[config.mk]
export PLATFORM = sky130hd
export DESIGN_NAME = fir_folded_mac_sched_flat
export DESIGN_NICKNAME = d
export VERILOG_FILES = /design/src/rtl/fir_folded_mac_sched_if.sv /design/src/rtl/fir_folded_mac_sched.sv /design/src/flat_wrapper.sv
export SDC_FILE = /design/constraint.sdc
export NUM_CORES = 1
export LEC_CHECK = 0
export CORE_ASPECT_RATIO = 1.5
export CORE_MARGIN = 4
export CORE_UTILIZATION = 60
export DETAILED_ROUTE_END_ITERATION = 16
export PLACE_DENSITY = 0.85
export SLEW_MARGIN = 25
export SYNTH_ARGS = -nofsm -noshare
export SYNTH_HDL_FRONTEND = slang
export SYNTH_SLANG_ARGS = --single-unit
[constraint.sdc]
create_clock -name i_clk -period 17.21 [get_ports i_clk]
set_input_delay 3.442 -clock i_clk [delete_from_list [all_inputs] [get_ports i_clk]]
set_output_delay 3.442 -clock i_clk [all_outputs]
set_load 0.05 [all_outputs]
[src/rtl/fir_folded_mac_sched_if.sv]
// Sample, coefficient-programming and result signals of the folded FIR MAC scheduler.
// slave is the scheduler side, master is the driving side.
interface fir_folded_mac_sched_if #(
  parameter int unsigned NB_INPUT  = 16,
  parameter int unsigned NB_OUTPUT = 18,
  parameter int unsigned NB_COEF   = 16,
  parameter int unsigned N_TAPS    = 4
);
  // One extra address bit so out-of-range coefficient indices are representable.
  localparam int unsigned AddrW = $clog2(N_TAPS / 2) + 1;

  logic                 i_valid;
  logic [NB_INPUT-1:0]  i_data;
  logic                 o_ready;
  logic                 i_clear;
  logic                 i_coef_we;
  logic [AddrW-1:0]     i_coef_addr;
  logic [NB_COEF-1:0]   i_coef_data;
  logic                 o_coef_err;
  logic                 o_valid;
  logic [NB_OUTPUT-1:0] o_data;

  modport slave (
    input  i_valid, i_data, i_clear, i_coef_we, i_coef_addr, i_coef_data,
    output o_ready, o_coef_err, o_valid, o_data
  );

  modport master (
    output i_valid, i_data, i_clear, i_coef_we, i_coef_addr, i_coef_data,
    input  o_ready, o_coef_err, o_valid, o_data
  );
endinterface

[src/rtl/fir_folded_mac_sched.sv]
// Folded symmetric FIR: one pre-adder, multiplier and saturating rounder shared across
// the N_TAPS/2 tap pairs, one pair per cycle, sequenced by a two-state FSM.
module fir_folded_mac_sched #(
  parameter int unsigned NB_INPUT  = 16,
  parameter int unsigned NB_OUTPUT = 18,
  parameter int unsigned NB_COEF   = 16,
  parameter int unsigned N_TAPS    = 4
) (
  input logic                     i_clk,
  input logic                     i_rst_n,
  fir_folded_mac_sched_if.slave   bus
);
  localparam int unsigned NPairs = N_TAPS / 2;
  localparam int unsigned AddrW  = $clog2(NPairs) + 1;
  localparam int unsigned KW     = $clog2(NPairs);
  localparam int unsigned XIdxW  = $clog2(N_TAPS);
  localparam int unsigned NbSum  = NB_INPUT + 1;
  localparam int unsigned NbProd = NbSum + NB_COEF;
  localparam int unsigned NbPrw  = NbProd + 1;
  localparam int unsigned NbRnd  = NB_INPUT + 1;
  localparam int unsigned NbAcc  = NbRnd + $clog2(NPairs);
  localparam int unsigned NbWide = NbAcc + NB_OUTPUT;

  localparam logic signed [NbPrw-1:0] RndHalf = NbPrw'(64'sd1 <<< (NB_COEF - 2));
  localparam logic signed [NbPrw-1:0] RndMax  = NbPrw'((64'sd1 <<< (NbRnd - 1)) - 64'sd1);
  localparam logic signed [NbPrw-1:0] RndMin  = -RndMax - NbPrw'(1);
  localparam logic signed [NbWide-1:0] OutMax = NbWide'((64'sd1 <<< (NB_OUTPUT - 1)) - 64'sd1);
  localparam logic signed [NbWide-1:0] OutMin = -OutMax - NbWide'(1);

  typedef enum logic [0:0] {StIdle, StMac} state_e;

  state_e                      state_q;
  logic [KW-1:0]               k_q;
  logic signed [NB_INPUT-1:0]  x_q    [N_TAPS];
  logic signed [NB_COEF-1:0]   coef_q [NPairs];
  logic signed [NbAcc-1:0]     acc_q;
  logic [NB_OUTPUT-1:0]        o_data_q;
  logic                        o_valid_q;
  logic                        coef_err_q;

  logic [XIdxW-1:0]            lo_idx, hi_idx;
  logic signed [NB_INPUT-1:0]  x_lo, x_hi;
  logic signed [NbSum-1:0]     pair_sum;
  logic signed [NbProd-1:0]    prod;
  logic signed [NbPrw-1:0]     prod_rnd, prod_shift;
  logic signed [NbRnd-1:0]     rnd_sat;
  logic signed [NbAcc-1:0]     acc_next;
  logic signed [NbWide-1:0]    acc_wide;
  logic [NB_OUTPUT-1:0]        out_sat;
  logic                        coef_ok;

  always_comb begin
    lo_idx   = XIdxW'(k_q);
    hi_idx   = XIdxW'(N_TAPS - 1) - XIdxW'(k_q);
    x_lo     = x_q[lo_idx];
    x_hi     = x_q[hi_idx];
    pair_sum = NbSum'(x_lo) + NbSum'(x_hi);
    prod     = NbProd'(pair_sum) * NbProd'(coef_q[k_q]);
    // Round half up at the Q15 boundary, then clamp to the (17,15) range.
    prod_rnd   = NbPrw'(prod) + RndHalf;
    prod_shift = prod_rnd >>> (NB_COEF - 1);
    if (prod_shift > RndMax)      rnd_sat = RndMax[NbRnd-1:0];
    else if (prod_shift < RndMin) rnd_sat = RndMin[NbRnd-1:0];
    else                          rnd_sat = prod_shift[NbRnd-1:0];
    acc_next = acc_q + NbAcc'(rnd_sat);
    acc_wide = NbWide'(acc_next);
    if (acc_wide > OutMax)      out_sat = OutMax[NB_OUTPUT-1:0];
    else if (acc_wide < OutMin) out_sat = OutMin[NB_OUTPUT-1:0];
    else                        out_sat = acc_wide[NB_OUTPUT-1:0];
  end

  assign coef_ok = (state_q == StIdle) && (bus.i_coef_addr < AddrW'(NPairs));

  always_ff @(posedge i_clk) begin
    if (!i_rst_n) begin
      state_q    <= StIdle;
      k_q        <= '0;
      acc_q      <= '0;
      o_data_q   <= '0;
      o_valid_q  <= 1'b0;
      coef_err_q <= 1'b0;
      for (int i = 0; i < N_TAPS; i++) x_q[i] <= '0;
      for (int i = 0; i < NPairs; i++) coef_q[i] <= '0;
    end else begin
      o_valid_q  <= 1'b0;
      coef_err_q <= 1'b0;
      if (bus.i_coef_we) begin
        if (coef_ok) coef_q[bus.i_coef_addr[KW-1:0]] <= $signed(bus.i_coef_data);
        else         coef_err_q <= 1'b1;
      end
      unique case (state_q)
        StIdle: begin
          if (bus.i_clear) begin
            for (int i = 0; i < N_TAPS; i++) x_q[i] <= '0;
          end else if (bus.i_valid) begin
            x_q[0] <= $signed(bus.i_data);
            for (int i = 1; i < N_TAPS; i++) x_q[i] <= x_q[i-1];
            acc_q   <= '0;
            k_q     <= '0;
            state_q <= StMac;
          end
        end
        StMac: begin
          acc_q <= acc_next;
          if (k_q == KW'(NPairs - 1)) begin
            o_data_q  <= out_sat;
            o_valid_q <= 1'b1;
            state_q   <= StIdle;
          end else begin
            k_q <= k_q + KW'(1);
          end
        end
        default: state_q <= StIdle;
      endcase
    end
  end

  assign bus.o_ready    = (state_q == StIdle) && !bus.i_clear && i_rst_n;
  assign bus.o_valid    = o_valid_q;
  assign bus.o_data     = o_data_q;
  assign bus.o_coef_err = coef_err_q;
endmodule

[src/flat_wrapper.sv]
// flat-port wrapper written by rule: the top's interface ports become plain ports
module fir_folded_mac_sched_flat 
#(
  parameter int unsigned NB_INPUT  = 16,
  parameter int unsigned NB_OUTPUT = 18,
  parameter int unsigned NB_COEF   = 16,
  parameter int unsigned N_TAPS    = 4
)
  (i_clk, i_rst_n, bus_i_valid, bus_i_data, bus_i_clear, bus_i_coef_we, bus_i_coef_addr, bus_i_coef_data, bus_o_ready, bus_o_coef_err, bus_o_valid, bus_o_data);
  fir_folded_mac_sched_if #(.NB_INPUT(NB_INPUT), .NB_OUTPUT(NB_OUTPUT), .NB_COEF(NB_COEF), .N_TAPS(N_TAPS)) bus_i ();
  input logic i_clk;
  input logic i_rst_n;
  input wire logic [$bits(bus_i.i_valid)-1:0] bus_i_valid;
  input wire logic [$bits(bus_i.i_data)-1:0] bus_i_data;
  input wire logic [$bits(bus_i.i_clear)-1:0] bus_i_clear;
  input wire logic [$bits(bus_i.i_coef_we)-1:0] bus_i_coef_we;
  input wire logic [$bits(bus_i.i_coef_addr)-1:0] bus_i_coef_addr;
  input wire logic [$bits(bus_i.i_coef_data)-1:0] bus_i_coef_data;
  output wire logic [$bits(bus_i.o_ready)-1:0] bus_o_ready;
  output wire logic [$bits(bus_i.o_coef_err)-1:0] bus_o_coef_err;
  output wire logic [$bits(bus_i.o_valid)-1:0] bus_o_valid;
  output wire logic [$bits(bus_i.o_data)-1:0] bus_o_data;
  assign bus_i.i_valid = bus_i_valid;
  assign bus_i.i_data = bus_i_data;
  assign bus_i.i_clear = bus_i_clear;
  assign bus_i.i_coef_we = bus_i_coef_we;
  assign bus_i.i_coef_addr = bus_i_coef_addr;
  assign bus_i.i_coef_data = bus_i_coef_data;
  assign bus_o_ready = bus_i.o_ready;
  assign bus_o_coef_err = bus_i.o_coef_err;
  assign bus_o_valid = bus_i.o_valid;
  assign bus_o_data = bus_i.o_data;
  fir_folded_mac_sched #(.NB_INPUT(NB_INPUT), .NB_OUTPUT(NB_OUTPUT), .NB_COEF(NB_COEF), .N_TAPS(N_TAPS)) u_core (.i_clk(i_clk), .i_rst_n(i_rst_n), .bus(bus_i));
endmodule
==> report_table.html <==
<table>
<tr><th>Metric</th><th>Value</th></tr>
<tr><th colspan="2">Routing</th></tr>
<tr><td>Detailed-route vias per instance</td><td>5.908</td></tr>
<tr><td>DRC violations left</td><td>0</td></tr>
<tr><td>Detailed Route WL</td><td>between 40000 and 50000 um</td></tr>
<tr><td>DRT iter0 DRCs</td><td>1086</td></tr>
<tr><td>TritonRoute pass-1 iters</td><td>5</td></tr>
<tr><td>Overall via count from detail_route</td><td>around 14000</td></tr>
<tr><td>Number of nets with antenna violations after detailed routing</td><td>0</td></tr>
<tr><td>Per-cell routed wire length</td><td>19.94 um</td></tr>
<tr><th colspan="2">Worst setup path</th></tr>
<tr><td>Crit path buffers/inverters</td><td>4</td></tr>
<tr><td>Minimum setup slack among reg-to-reg paths</td><td>between 3 and 4 ns</td></tr>
<tr><td>Data arrival at the endpoint of the critical path</td><td>roughly 14 ns</td></tr>
<tr><td>Delay of the slowest critical-path stage</td><td>0.88 ns</td></tr>
<tr><td>Capturing element type of the critical path</td><td>register</td></tr>
<tr><td>Worst setup path class</td><td>reg -&gt; reg</td></tr>
<tr><td>Cell mode on critical path</td><td>sky130_fd_sc_hd__fa_1</td></tr>
<tr><td>Largest fanout on the critical path</td><td>20</td></tr>
<tr><td>Slowest stage cell on the critical path</td><td>sky130_fd_sc_hd__dfxtp_1</td></tr>
<tr><td>Crit path required time</td><td>17.51 ns</td></tr>
<tr><td>CP Launch Type</td><td>register</td></tr>
<tr><td>CP top delay family</td><td>compound AO/OA/AOI/OAI gates</td></tr>
<tr><th colspan="2">Global route</th></tr>
<tr><td>Antenna violations before repair</td><td>0</td></tr>
<tr><td>Global-route wire length before repair</td><td>roughly 76000 um</td></tr>
<tr><td>Overall global routing resource usage</td><td>about 30%</td></tr>
<tr><td>Gr ovfl total</td><td>0</td></tr>
<tr><td>Pin count of the biggest net entering global routing</td><td>between 50 and 60</td></tr>
<tr><td>Via count of the first global-routing pass</td><td>about 15000</td></tr>
<tr><th colspan="2">Logic synthesis</th></tr>
<tr><td>Post-Syn Instances</td><td>1853</td></tr>
<tr><td>Ys async rst share</td><td>0%</td></tr>
<tr><td>Yosys reg bits</td><td>138</td></tr>
<tr><td>Number of enable-type register cells in the synthesized netlist</td><td>80</td></tr>
<tr><td>Number of different library cells in the post-synthesis netlist</td><td>65</td></tr>
<tr><td>Predominant post-synthesis flop cell</td><td>sky130_fd_sc_hd__edfxtp_1</td></tr>
<tr><td>Cell area after synthesis</td><td>17750 um2</td></tr>
<tr><td>Synth Warn #</td><td>0</td></tr>
<tr><td>Mapped Nets</td><td>2288</td></tr>
<tr><td>Portion of the post-synthesis area used by sequential elements</td><td>20.08%</td></tr>
<tr><td>Mean instance size in the synthesized netlist</td><td>approximately 9.6 um2</td></tr>
<tr><th colspan="2">Hold path</th></tr>
<tr><td>Class of the worst hold path</td><td>reg -&gt; reg</td></tr>
<tr><th colspan="2">Finish</th></tr>
<tr><td>Layout Nets</td><td>2326</td></tr>
<tr><td>Final cell count without fillers</td><td>2294</td></tr>
<tr><td>Final Core Density</td><td>between 60 and 70%</td></tr>
<tr><td>Number of diodes</td><td>0</td></tr>
<tr><td>Area growth from synthesis to final layout</td><td>9.446%</td></tr>
<tr><td>Most used cells in the layout excluding fill and tap cells</td><td>sky130_fd_sc_hd__inv_1 (335), sky130_fd_sc_hd__fa_1 (283), sky130_fd_sc_hd__nand2_1 (182)</td></tr>
<tr><td>Commonest non-fill, non-tap cell in the layout</td><td>sky130_fd_sc_hd__inv_1</td></tr>
<tr><td>Post-route cell area</td><td>a little under 20000 um2</td></tr>
<tr><td>Fraction of layout cells with a size suffix above 1</td><td>between 6 and 7%</td></tr>
<tr><th colspan="2">Die</th></tr>
<tr><td>Top-Level Pins</td><td>60</td></tr>
<tr><td>Initial Util</td><td>61.40%</td></tr>
<tr><td>Area enclosed by the die boundary</td><td>32460 um2</td></tr>
<tr><td>Die extent in y</td><td>218.7 um</td></tr>
<tr><td>Total number of placement rows</td><td>76</td></tr>
<tr><td>Floorplan core area</td><td>about 29000 um2</td></tr>
<tr><td>Floorplan die width</td><td>148.4 um</td></tr>
<tr><th colspan="2">STA</th></tr>
<tr><td>Min Clock Period, post-route</td><td>13.88 ns</td></tr>
<tr><td>Tightest Pin Transition</td><td>1.195 ns</td></tr>
<tr><td>Count of pins over their slew limit</td><td>0</td></tr>
<tr><td>Final period utilization</td><td>80.67%</td></tr>
<tr><td>RSZ-0062 raised after global routing</td><td>false</td></tr>
<tr><td>Hold Fails Final Rpt</td><td>0</td></tr>
<tr><td>Final setup violation count</td><td>0</td></tr>
<tr><td>Highest Clock Rate</td><td>0.07203 GHz</td></tr>
<tr><td>Setup TNS after final layout</td><td>0 ns</td></tr>
<tr><td>Max-Slew Margin vs Limit</td><td>19.79%</td></tr>
<tr><td>Clock skew</td><td>approximately 0.0085 ns</td></tr>
<tr><th colspan="2">CTS</th></tr>
<tr><td>Post-cts gate resize count</td><td>0</td></tr>
<tr><td>CTS Buf Count</td><td>17</td></tr>
<tr><td>Buffer levels on the longest clock path</td><td>2</td></tr>
<tr><td>Clock H-tree levels</td><td>4</td></tr>
<tr><td>Clock insertion delay at the later pin of the skew report</td><td>0.43 ns</td></tr>
<tr><td>Post-CTS setup repair buffer count</td><td>0</td></tr>
<tr><td>CTS Sinks</td><td>138</td></tr>
<tr><td>TritonCTS clock tree</td><td>built</td></tr>
<tr><td>Hold Buf Count CTS</td><td>0</td></tr>
<tr><td>Clock transition at the register clock pins on the worst setup and hold paths after CTS</td><td>approximately 0.060 ns</td></tr>
<tr><td>Root buffer selected by CTS</td><td>sky130_fd_sc_hd__clkbuf_16</td></tr>
<tr><th colspan="2">Placed design</th></tr>
<tr><td>Number of port buffers</td><td>59</td></tr>
<tr><td>Standard cell area after detailed placement</td><td>18790 um2</td></tr>
<tr><td>Total half-perimeter wirelength after legalization and detailed placement</td><td>roughly 36000 um</td></tr>
<tr><td>Total instance count after detailed placement</td><td>2262</td></tr>
<tr><td>Final Wtd Congestion</td><td>0.9833</td></tr>
<tr><th colspan="2">Flow run</th></tr>
<tr><td>Maximum capacitance violations</td><td>0</td></tr>
<tr><th colspan="2">Status</th></tr>
<tr><td>Result of the run</td><td>finished, final reports clean</td></tr>
</table>
registers in the layout (all words and copies together), names as in the netlist, named ones only:
name / flops
u_core.acc_q: 18
u_core.bus.o_coef_err: 1
u_core.bus.o_data: 18
u_core.bus.o_valid: 1
u_core.coef_q: 32
u_core.k_q: 1
u_core.state_q: 1
u_core.x_q: 64
cell usage after synthesis (all sizes together), types with 13 or more instances:
master  count  area [um2]
a21o       36       270.3
a21oi      48       240.2
and3       27       168.9
inv       335        1257
mux2       47       529.3
and2      104       650.6
dfxtp      58        1161
clkbuf     62       232.7
edfxtp     80        2402
a22oi      18       135.1
nor2b      35       219.0
ha        113        1414
a31oi      16       130.1
nand3      29       157.7
xnor2      42       367.9
xor2       17       148.9
fa        283        5665
o21ai      38       190.2
nand2     182       683.2
nor2      124       473.0
mux2i      15       153.9
a211oi     13       110.1
per-stage QoR:
step,setup WS (ns),hold slack (ns)
after floorplan,5.456,0.4315
after global placement,4.203,0.4476
after detailed placement,3.559,0.4541
after CTS,3.508,0.4683
after global routing,2.260,0.4866
final,3.327,0.4669
cell type report:
class / count / area [um2]
multi-input combinational: 1312 / 12700
clock buffer: 18 / 439.2
inverter: 335 / 1257
timing repair buffer: 87 / 800.8
fill: 2164 / 9482
sequential: 138 / 3563
clock inverter: 14 / 180.2
tap: 390 / 488.0
routing by layer:
layer	vias up	wire length, um	global-route usage, %
met3	230	2917	4.895
met1	6722	15390	31.82
met5	-	0	0
met4	0	3962	22.16
met2	596	23460	52.92
li1	6004	-	-
worst paths after layout:
check,start,end,cells past startpoint
worst min-delay path,u_core.acc_q[6],u_core.acc_q[6],2
worst max-delay path,u_core.k_q,u_core.acc_q[14],46
worst max register to register,u_core.k_q,u_core.acc_q[14],46
worst min register to register,u_core.acc_q[6],u_core.acc_q[6],2
worst min-delay path, stage by stage, from the launching register on:
cell,delay [ns]
sky130_fd_sc_hd__dfxtp_1,0.33
sky130_fd_sc_hd__nand2_1,0.05
sky130_fd_sc_hd__o21ai_0,0.06
logic make-up after synthesis:
logic type	count (synthesis)	share of synthesized area (%)
and+or+nand+nor	549	14.95
buffers and inverters	403	8.649
adders and majority gates	396	39.88
AOI/OAI and AO/OA	246	9.679
DFF	138	20.08
muxes	62	3.849
xor gates and xnor gates	59	2.911
Power is left out: the tool's default activity adds up to more than one toggle a clock period on the data nets, which glitch-free logic cannot reach.
